**src/rtl/id_scoreboard_pkg.sv**
```systemverilog
// Shared constants and types for the decode-stage register scoreboard.
// Combinational definitions only; no latency.
// No flow control of its own.
package id_scoreboard_pkg;

    // Control-level encodings used throughout the decode pipeline
    localparam logic RstEnable   = 1'b1;
    localparam logic NoStop      = 1'b0;
    localparam logic Stop        = 1'b1;
    localparam logic ReadEnable  = 1'b1;
    localparam logic WriteEnable = 1'b1;

    // Default geometry of the architectural register file
    localparam int REG_NUM_DEF = 32;
    localparam int ADDR_W_DEF  = 5;
    localparam int LAT_W_DEF   = 3;

    // Per-cycle action applied to one register's latency counter
    typedef enum logic [1:0] {
        CNT_HOLD = 2'd0,
        CNT_DEC  = 2'd1,
        CNT_LOAD = 2'd2,
        CNT_CLR  = 2'd3
    } cnt_op_e;

endpackage

```
**src/rtl/id_scoreboard_sb_counter.sv**
```systemverilog
// Single register's remaining-latency counter: load, saturating decrement, clear, hold.
// Counter updates on the clock edge after op_i is presented; nz_next_o is combinational.
// No backpressure; the parent decides the op each cycle.
module sb_counter
    import id_scoreboard_pkg::*;
#(
    parameter int LAT_W = LAT_W_DEF
) (
    input  logic             clk,
    input  logic             rst,
    input  cnt_op_e          op_i,
    input  logic [LAT_W-1:0] load_val_i,
    output logic             nz_o,
    output logic             nz_next_o
);

    logic [LAT_W-1:0] cnt_q;
    logic [LAT_W-1:0] cnt_d;

    // Next counter value from the requested operation; decrement stops at zero
    always_comb begin
        cnt_d = cnt_q;
        case (op_i)
            CNT_HOLD: cnt_d = cnt_q;
            CNT_DEC:  if (cnt_q != '0) cnt_d = cnt_q - 1'b1;
            CNT_LOAD: cnt_d = load_val_i;
            CNT_CLR:  cnt_d = '0;
        endcase
    end

    // Counter register with synchronous reset
    always_ff @(posedge clk) begin
        if (rst == RstEnable) begin
            cnt_q <= '0;
        end else begin
            cnt_q <= cnt_d;
        end
    end

    assign nz_o      = (cnt_q != '0);
    assign nz_next_o = (cnt_d != '0);

endmodule

```
**src/rtl/id_scoreboard.sv**
```systemverilog
// Decode-stage RAW scoreboard: per-register countdown of cycles until a result is forwardable.
// Hazard flags and stall request are combinational; busy count is registered with counter state.
// stall_i freezes all counters; flush_i clears them; issues are taken only when nothing blocks.
module id_scoreboard
    import id_scoreboard_pkg::*;
#(
    parameter int REG_NUM = REG_NUM_DEF,
    parameter int ADDR_W  = ADDR_W_DEF,
    parameter int LAT_W   = LAT_W_DEF,
    parameter int NUM_SRC = 2
) (
    input  logic                      clk,
    input  logic                      rst,
    input  logic                      issue_valid_i,
    input  logic                      issue_wreg_i,
    input  logic [ADDR_W-1:0]         issue_wd_i,
    input  logic [LAT_W-1:0]          issue_lat_i,
    input  logic [NUM_SRC-1:0]        src_read_i,
    input  logic [NUM_SRC*ADDR_W-1:0] src_addr_i,
    input  logic                      stall_i,
    input  logic                      flush_i,
    output logic                      stallreq_o,
    output logic [NUM_SRC-1:0]        src_pending_o,
    output logic [ADDR_W:0]           busy_cnt_o
);

    // Full address space; slots 0 and >= REG_NUM are hardwired idle so any
    // address can index these vectors without a separate range check.
    localparam int SPACE = 1 << ADDR_W;
    localparam int CNT_W = ADDR_W + 1;

    logic [SPACE-1:0]   nz_cur;
    logic [SPACE-1:0]   nz_nxt;
    logic               accept;
    logic               load_en;
    logic [CNT_W-1:0]   busy_cnt_q;
    logic [CNT_W-1:0]   busy_cnt_d;
    logic [NUM_SRC-1:0] pending;

    // Per-source hazard: read enabled and the addressed register still counting
    always_comb begin
        pending = '0;
        for (int k = 0; k < NUM_SRC; k++) begin
            pending[k] = (src_read_i[k] == ReadEnable)
                       && nz_cur[src_addr_i[k*ADDR_W +: ADDR_W]];
        end
    end

    assign src_pending_o = pending;
    assign stallreq_o    = (|pending) ? Stop : NoStop;

    // An issue only lands when decode is not stalling itself and the pipe is moving
    assign accept  = issue_valid_i && (stallreq_o == NoStop) && !stall_i && !flush_i;
    assign load_en = accept && (issue_wreg_i == WriteEnable) && (issue_lat_i != '0);

    for (genvar r = 0; r < SPACE; r++) begin : g_reg
        if (r == 0 || r >= REG_NUM) begin : g_untracked
            assign nz_cur[r] = 1'b0;
            assign nz_nxt[r] = 1'b0;
        end else begin : g_tracked
            cnt_op_e op;
            logic    load_hit;

            assign load_hit = load_en && (issue_wd_i == ADDR_W'(r));

            // Flush beats a freeze, a freeze beats the issue, and a new issue beats the countdown
            always_comb begin
                op = CNT_DEC;
                if (flush_i) begin
                    op = CNT_CLR;
                end else if (stall_i) begin
                    op = CNT_HOLD;
                end else if (load_hit) begin
                    op = CNT_LOAD;
                end
            end

            sb_counter #(
                .LAT_W (LAT_W)
            ) u_cnt (
                .clk        (clk),
                .rst        (rst),
                .op_i       (op),
                .load_val_i (issue_lat_i),
                .nz_o       (nz_cur[r]),
                .nz_next_o  (nz_nxt[r])
            );
        end
    end

    // Number of registers that will still be counting after this edge
    always_comb begin
        busy_cnt_d = '0;
        for (int i = 0; i < SPACE; i++) begin
            busy_cnt_d = busy_cnt_d + CNT_W'(nz_nxt[i]);
        end
    end

    // Busy count register, tracking counter contents edge for edge
    always_ff @(posedge clk) begin
        if (rst == RstEnable) begin
            busy_cnt_q <= '0;
        end else begin
            busy_cnt_q <= busy_cnt_d;
        end
    end

    assign busy_cnt_o = busy_cnt_q;

endmodule

```
**config.mk**
```make
export PLATFORM = sky130hd
export DESIGN_NAME = id_scoreboard
export DESIGN_NICKNAME = d
export VERILOG_FILES = /design/src/rtl/id_scoreboard_pkg.sv /design/src/rtl/id_scoreboard_sb_counter.sv /design/src/rtl/id_scoreboard.sv
export SDC_FILE = /design/constraint.sdc
export NUM_CORES = 1
export LEC_CHECK = 0
export ABC_CLOCK_PERIOD_IN_PS = 8700
export BUFFER_PORTS_ARGS = -buffer_cell sky130_fd_sc_hd__buf_2
export CELL_PAD_IN_SITES_DETAIL_PLACEMENT = 1
export CELL_PAD_IN_SITES_GLOBAL_PLACEMENT = 2
export CORE_UTILIZATION = 35
export DETAILED_ROUTE_END_ITERATION = 8
export PLACE_DENSITY = 0.75
export SYNTH_ARGS = -nofsm -noshare
export SYNTH_HDL_FRONTEND = slang
export SYNTH_SLANG_ARGS = --single-unit
```
**constraint.sdc**
```tcl
create_clock -name clk -period 8.7 [get_ports clk]
set_input_delay 1.74 -clock clk [delete_from_list [all_inputs] [get_ports clk]]
set_output_delay 1.74 -clock clk [all_outputs]
set_load 0.01 [all_outputs]
```
**After elaboration in Yosys (flattened, before gate mapping)**

Index checks and enable logic that the tools add are counted.

- Output and inout bits: 9
- Input bits: 26
- Word-level logic and storage cells: 515
- Flip-flop bits (word level): 99

- Reductions and logical operators: 135
- Bitwise operators: 1
- Add/sub/neg operators: 61
- Magnitude comparators: 2
- Multiplexer cells: 160
- Equality and inequality tests: 124

Operators by type and width:

| kind | number |
|---|---|
| 3-bit case mux with 4 select lines | 31 |
| 3-bit nonzero test | 63 |
| 2-bit 2-to-1 mux | 93 |
| 6-bit by 1-bit adder with 6-bit output | 25 |
| 2-bit == test, second input constant | 62 |
| 3-bit 2-to-1 mux | 31 |
| 3-bit by 1-bit subtractor with 3-bit output, second input constant | 31 |
| 5-bit == test, second input constant | 16 |
| 2-bit by 1-bit == test with 1-bit output, second input constant | 31 |
| 2-bit zero test | 31 |
| 5-bit by 4-bit == test with 1-bit output, second input constant | 8 |
| 1-bit logical AND | 38 |
| 5-bit by 3-bit == test with 1-bit output, second input constant | 4 |
| 5-bit by 6-bit less-than comparator with 1-bit output, second input constant | 2 |
| 1-bit binary-select mux with 5-bit select | 2 |
| 5-bit by 2-bit == test with 1-bit output, second input constant | 2 |
| 5-bit by 1-bit adder with 6-bit output | 1 |
| 4-bit by 1-bit adder with 5-bit output | 1 |
| 5-bit by 1-bit == test with 1-bit output, second input constant | 1 |
| 3-bit by 1-bit adder with 4-bit output | 1 |
| 2-bit by 1-bit adder with 3-bit output | 1 |
| 1-bit 2-to-1 mux | 3 |
| 1-bit by 1-bit adder with 2-bit output | 1 |
| 1-bit zero test | 2 |
| other kinds (2) | 2 |

**Logic depth before layout (Yosys ltp)**

- Depth in word-level cells: 49
- Mapped depth: 30
- Mapped depth without buffers: 27

**By module**

Synthesis repeated with hierarchy kept, for this count alone.

- Cell total of the unflattened synthesis: 1076
- Area total of the unflattened synthesis: 9300.2 µm²

By module, submodules not included:

| module | area each (µm²) | sequential area each (µm²) | cells each | times used |
|---|---|---|---|---|
| sb_counter | 219.0 | 60.1 | 25 | 31 |
| id_scoreboard | 2512.4 | 120.1 | 301 | 1 |

**Least setup slack after synthesis**

OpenSTA, ideal clock, no wires.

- Kind: in2reg
- From: input port src_addr_i[7]
- To: register busy_cnt_q[4], in the netlist busy_cnt_o[4]
- Buffers on the path: 3
- Stages on the path: 27
- Required time: 8572 ps
- Arrival: 9061 ps
- Setup slack: -489 ps
- Library setup time: 128 ps
- Cells stage by stage: buf_4 -> inv_2 -> mux4_2 -> a221o_1 -> a31oi_1 -> nand4_1 -> buf_4 -> buf_2 -> nor4_2 -> o21bai_1 -> nand2_1 -> a2111oi_1 -> fa_1 -> fa_1 -> inv_1 -> fa_1 -> fa_1 -> fa_1 -> inv_1 -> fa_1 -> inv_1 -> fa_1 -> fa_1 -> a21o_1 -> a21oi_1 -> xor2_1 -> nor2_1

- Longest elaborated chain between the ends: 48
- Elaborated cells between the ends (all ways): 351
- Classes of those cells: add/sub: 30; eq/ne: 93; mux: 127; bitwise: 1; reduce/logical: 100

Ends and longest elaborated chain:

| what | line | source |
|---|---|---|
| from (decl) | id_scoreboard.sv:19 | `input logic [NUM_SRC*ADDR_W-1:0] src_addr_i,` |
| 1-bit binary-select mux with 5-bit select (*) | id_scoreboard.sv:45 | `&& nz_cur[src_addr_i[k*ADDR_W +: ADDR_W]];` |
| 1-bit 2-to-1 mux (not written as such) (*) | id_scoreboard.sv:45 |  |
| 1-bit logical AND (*) | id_scoreboard.sv:45 |  |
| 2-bit OR reduction (*) | id_scoreboard.sv:50 | `assign stallreq_o = (\|pending) ? Stop : NoStop;` |
| 1-bit 2-to-1 mux (*) | id_scoreboard.sv:50 |  |
| 1-bit NOT (*) | id_scoreboard.sv:53 | `assign accept = issue_valid_i && (stallreq_o == NoStop) && !stall_i && !flush_i;` |
| 1-bit logical AND (*) (3 in a row) | id_scoreboard.sv:53 |  |
| 1-bit logical AND (*) (2 in a row) | id_scoreboard.sv:54 | `assign load_en = accept && (issue_wreg_i == WriteEnable) && (issue_lat_i != '0);` |
| [... 6 more ...] | -- |  |
| 3-bit nonzero test | id_scoreboard_sb_counter.sv:41 | `assign nz_next_o = (cnt_d != '0);` |
| 1-bit by 1-bit adder with 2-bit output | id_scoreboard.sv:95 | `busy_cnt_d = busy_cnt_d + CNT_W'(nz_nxt[i]);` |
| 2-bit by 1-bit adder with 3-bit output | id_scoreboard.sv:95 |  |
| 3-bit by 1-bit adder with 4-bit output | id_scoreboard.sv:95 |  |
| 4-bit by 1-bit adder with 5-bit output | id_scoreboard.sv:95 |  |
| 5-bit by 1-bit adder with 6-bit output | id_scoreboard.sv:95 |  |
| 6-bit by 1-bit adder with 6-bit output (24 in a row) | id_scoreboard.sv:95 |  |
| 6-bit by 1-bit adder with 6-bit output (*) | id_scoreboard.sv:95 |  |
| to (signal assigned) | id_scoreboard.sv:104 | `busy_cnt_q <= busy_cnt_d;` |
| to (decl) | id_scoreboard.sv:36 | `logic [CNT_W-1:0] busy_cnt_q;` |

Mark *: on every way between the ends. The rest lies on a longest branch, timed or not. The select of a mux whose other input is x is not followed.
A chain may end at the register's enable or synchronous reset.

**Worst setup path in the final report**

- From: input port src_addr_i[5]
- To: register busy_cnt_q[4], in the netlist busy_cnt_o[4]

The elaborated chain is that of the path after synthesis.

==> run_results.csv <==
group,metric,value,unit
setup_path,cp_common_cell,"fa_1",
power,peakVddDrop,0.0923,mV
synthesis,seq_area_frac_synth,0.220,
sta,fin_crit_sh,1.02,
setup_path,start_kind,"input pin",
layout,drive_gt1_frac,0.230,
setup_path,cp-end-kind,"register",
power,power.share.combinational,0.201,
synthesis,synthDistinctLibCells,74,
global_routing,first_global_vias,9401,
clock_tree,clkSinkCount,99,
power,seqPwrFrac,0.402,
sta,setup_tns,-0.170,ns
detailed_routing,drt_wl_total,34900,µm
clock_tree,clock_latency,0.37,ns
layout,fin_area,11100,µm²
clock_tree,holdBufCountCts,0,
clock_tree,cts_buffer_depth,2,
synthesis,synth_edf_count,0,
synthesis,synth_fp_nets,1264,
die,ios,35,
sta,finalHoldViolations,0,
power,p_int,778,µW
power,power_density,103,nW/µm²
detailed_routing,drt_iter0_drc,672,
global_routing,grt_max_degree,72,
global_routing,grt-ovfl-total,0,
die,coreArea,25300,µm²
die,die_y,163,µm
power,p_sw_frac,0.320,
clock_tree,numCtsBuffers,9,
sta,fin_ws,-0.170,ns
detailed_routing,vias,9148,
global_routing,grt_first_pass_wirelength,54100,µm
placed_design,numPortBuffers,34,
layout,num_antenna_cells,0,
run,max_cap_viol_count,0,
setup_path,critPathKind,"in2reg",
setup_path,worstPathRequired,8.92,ns
sta,rsz0062_at_grt,"true",
layout,nNetsFinal,1377,
global_routing,grt_antenna_before_repair,2,
detailed_routing,ant_nets,0,
synthesis,mappedNetlistArea,9020,µm²
sta,max_freq,113,MHz
setup_path,slowest_stage,"mux4_2",
sta,maxSlewHeadroom,0.387,
die,row_count,58,
sta,slew_violations,0,
power,p_sw,366,µW
power,clkPwrFrac,0.397,
sta,clock_skew,0.0116,ns
placed_design,placed_area,10400,µm²
outcome,status,"finished with violations",
die,fp.dieW,163,µm
die,start_util,0.357,
clock_tree,h-tree-depth,3,
synthesis,synth-main-ff-cell,"dfxtp_1",
detailed_routing,wl_per_cell,21.9,µm
detailed_routing,avgViaCountPerCell,5.74,
outcome,violations,"setup timing",
layout,area_growth,22.7,%
sta,setup_viol,1,
clock_tree,clkTransAtPathRegs,0.08,ns
synthesis,async_flop_share,0,
synthesis,synth-seq-cells,99,
setup_path,worstPathMaxFanout,6,
power,p_leak,4.56,nW
setup_path,worstPathArrival,9.10,ns
global_routing,grt_usage,0.272,
sta,fin_crit,8.87,ns
placed_design,hpwl,25900,µm
synthesis,yosysWarnings,0,
sta,timing_worst_slew_pin_value,0.919,ns
synthesis,postSynthCellCount,1146,
clock_tree,cts_tree,"built",
power,finalPower,1.14,mW
synthesis,syn_avg_cell_area,7.87,µm²
die,die_area,26400,µm²
detailed_routing,firstDrtPassIters,4,
detailed_routing,post-route-drc-count,0,
hold_path,min_path_type,"reg2reg",
placed_design,gp_congestion,0.890,
setup_path,slowest_delay,0.54,ns
clock_tree,clockRootBuffer,"clkbuf_16",
[power groups by stage]
stage          registers, mW  clock network, mW  logic (mW)
2_1_floorplan          0.471                  0       0.113
3_3_place_gp           0.470                  0       0.213
3_5_place_dp           0.470                  0       0.214
4_1_cts                0.459              0.468       0.223
5_1_grt                0.460              0.481       0.247
6_report               0.459              0.454       0.230
[through the flow]
| step | setup slack, ns | std cells | hold WS [ns] | util |
|---|---|---|---|---|
| final | -0.170 | 1594 | 0.496 | 0.438 |
| after global placement | -0.637 | 1564 | 0.473 | 0.413 |
| after CTS | -0.147 | 1586 | 0.494 | 0.433 |
| after global routing | -0.467 | 1594 | 0.505 | 0.438 |
| after detailed placement | -0.737 | 1564 | 0.482 | 0.413 |
| after floorplan | 0.000951 | 1146 | 0.456 | - |
[cell usage after synthesis, drive strengths merged (7+ instances only)]
cell | n | area, µm²
nor2 | 119 | 447
inv | 102 | 383
dfxtp | 99 | 1980
a21oi | 81 | 405
nor3 | 77 | 390
ha | 69 | 863
clkbuf | 63 | 236
nand2 | 63 | 236
nor2b | 41 | 257
mux2i | 34 | 340
nor4 | 33 | 412
o21ai | 32 | 160
nand2b | 30 | 188
a221oi | 29 | 260
nand3 | 29 | 145
fa | 23 | 460
a211oi | 16 | 120
or4 | 15 | 116
o211ai | 14 | 105
and3 | 13 | 81.3
nor3b | 13 | 97.6
buf | 12 | 77.6
nand3b | 11 | 82.6
a221o | 10 | 100
mux2 | 9 | 101
mux4 | 8 | 180
a21o | 7 | 52.6
o22ai | 7 | 43.8
[cells by family after synthesis]
| group | count (synthesis) | synth area share |
|---|---|---|
| AO/OA/AOI/OAI | 240 | 0.180 |
| XOR/XNOR | 8 | 0.00777 |
| adder cells (fa/ha/maj) | 92 | 0.147 |
| buffers and inverters | 178 | 0.0777 |
| flip-flops | 99 | 0.220 |
| multiplexers | 51 | 0.0689 |
| AND/OR/NAND/NOR | 478 | 0.300 |
[layout make-up]
| cell class | instances | area, µm² |
|---|---|---|
| Clock buffer | 11 | 253 |
| Fill cell | 3047 | 14200 |
| Inverter | 103 | 395 |
| Sequential cell | 99 | 1980 |
| Timing Repair Buffer | 177 | 1360 |
| Tap cell | 330 | 413 |
| Multi-Input combinational cell | 869 | 6610 |
| Clock inverter | 5 | 60.1 |
[path summary, 6_finish.rpt]
path	cells past startpoint	endpoint	slack, ns	startpoint
setup / recovery	32	busy_cnt_o[4]$_SDFF_PP0_	-0.17	src_addr_i[5]
hold / removal	2	g_reg[26].g_tracked.u_cnt.cnt_q[1]$_SDFF_PP0_	0.50	g_reg[26].g_tracked.u_cnt.cnt_q[1]$_SDFF_PP0_
setup reg to reg	29	busy_cnt_o[4]$_SDFF_PP0_	0.54	g_reg[21].g_tracked.u_cnt.cnt_q[0]$_SDFF_PP0_
hold reg to reg	2	g_reg[26].g_tracked.u_cnt.cnt_q[1]$_SDFF_PP0_	0.50	g_reg[26].g_tracked.u_cnt.cnt_q[1]$_SDFF_PP0_
[what timing repair did]
item / CTS / global route
pin swaps: 9 / 14
resized for setup: 30 / 17
endpoints found under the setup margin: 5 / 6
buffers inserted: 6 / 8
[sequential cells by signal (all words and copies together) (netlist names)]
signal,cells
g.g_tracked.u_cnt.cnt_q,93
busy_cnt_o,6
[layout by cell type, fill, tap and decap left out, types with 12 or more instances in the layout]
cell	netlist	layout
mux2i_1	34	34
nor2b_1	41	40
ha_1	69	69
a211oi_1	16	14
buf_2	2	32
nor2_1	119	118
a221oi_1	28	20
inv_1	101	97
dfxtp_1	99	99
buf_4	2	134
or4_1	14	12
nand3_1	29	28
nand2_1	63	63
o21ai_0	31	31
nand2b_1	30	30
nor3_1	76	76
nor4_2	16	13
o211ai_1	14	14
fa_1	23	20
a21oi_1	81	78
nor4_4	7	13
[per-layer routing]
| layer | vias up | part of all wire | GRT usage |
|---|---|---|---|
| li1 | 4332 | - | - |
| met1 | 4558 | 0.45 | 0.351 |
| met2 | 188 | 0.47 | 0.448 |
| met3 | 70 | 0.043 | 0.0448 |
| met4 | 0 | 0.033 | 0.111 |
| met5 | - | 0 | 0 |
[critical path: cells and delay by family]
kind	cells	cell delay, ns
buffers and inverters	12	1.25
multiplexers	1	0.54
AO/OA/AOI/OAI	5	0.98
XOR/XNOR	1	0.15
adder cells (fa/ha/maj)	8	3.76
AND/OR/NAND/NOR	5	0.63
Power figures use the tool's default switching activity.
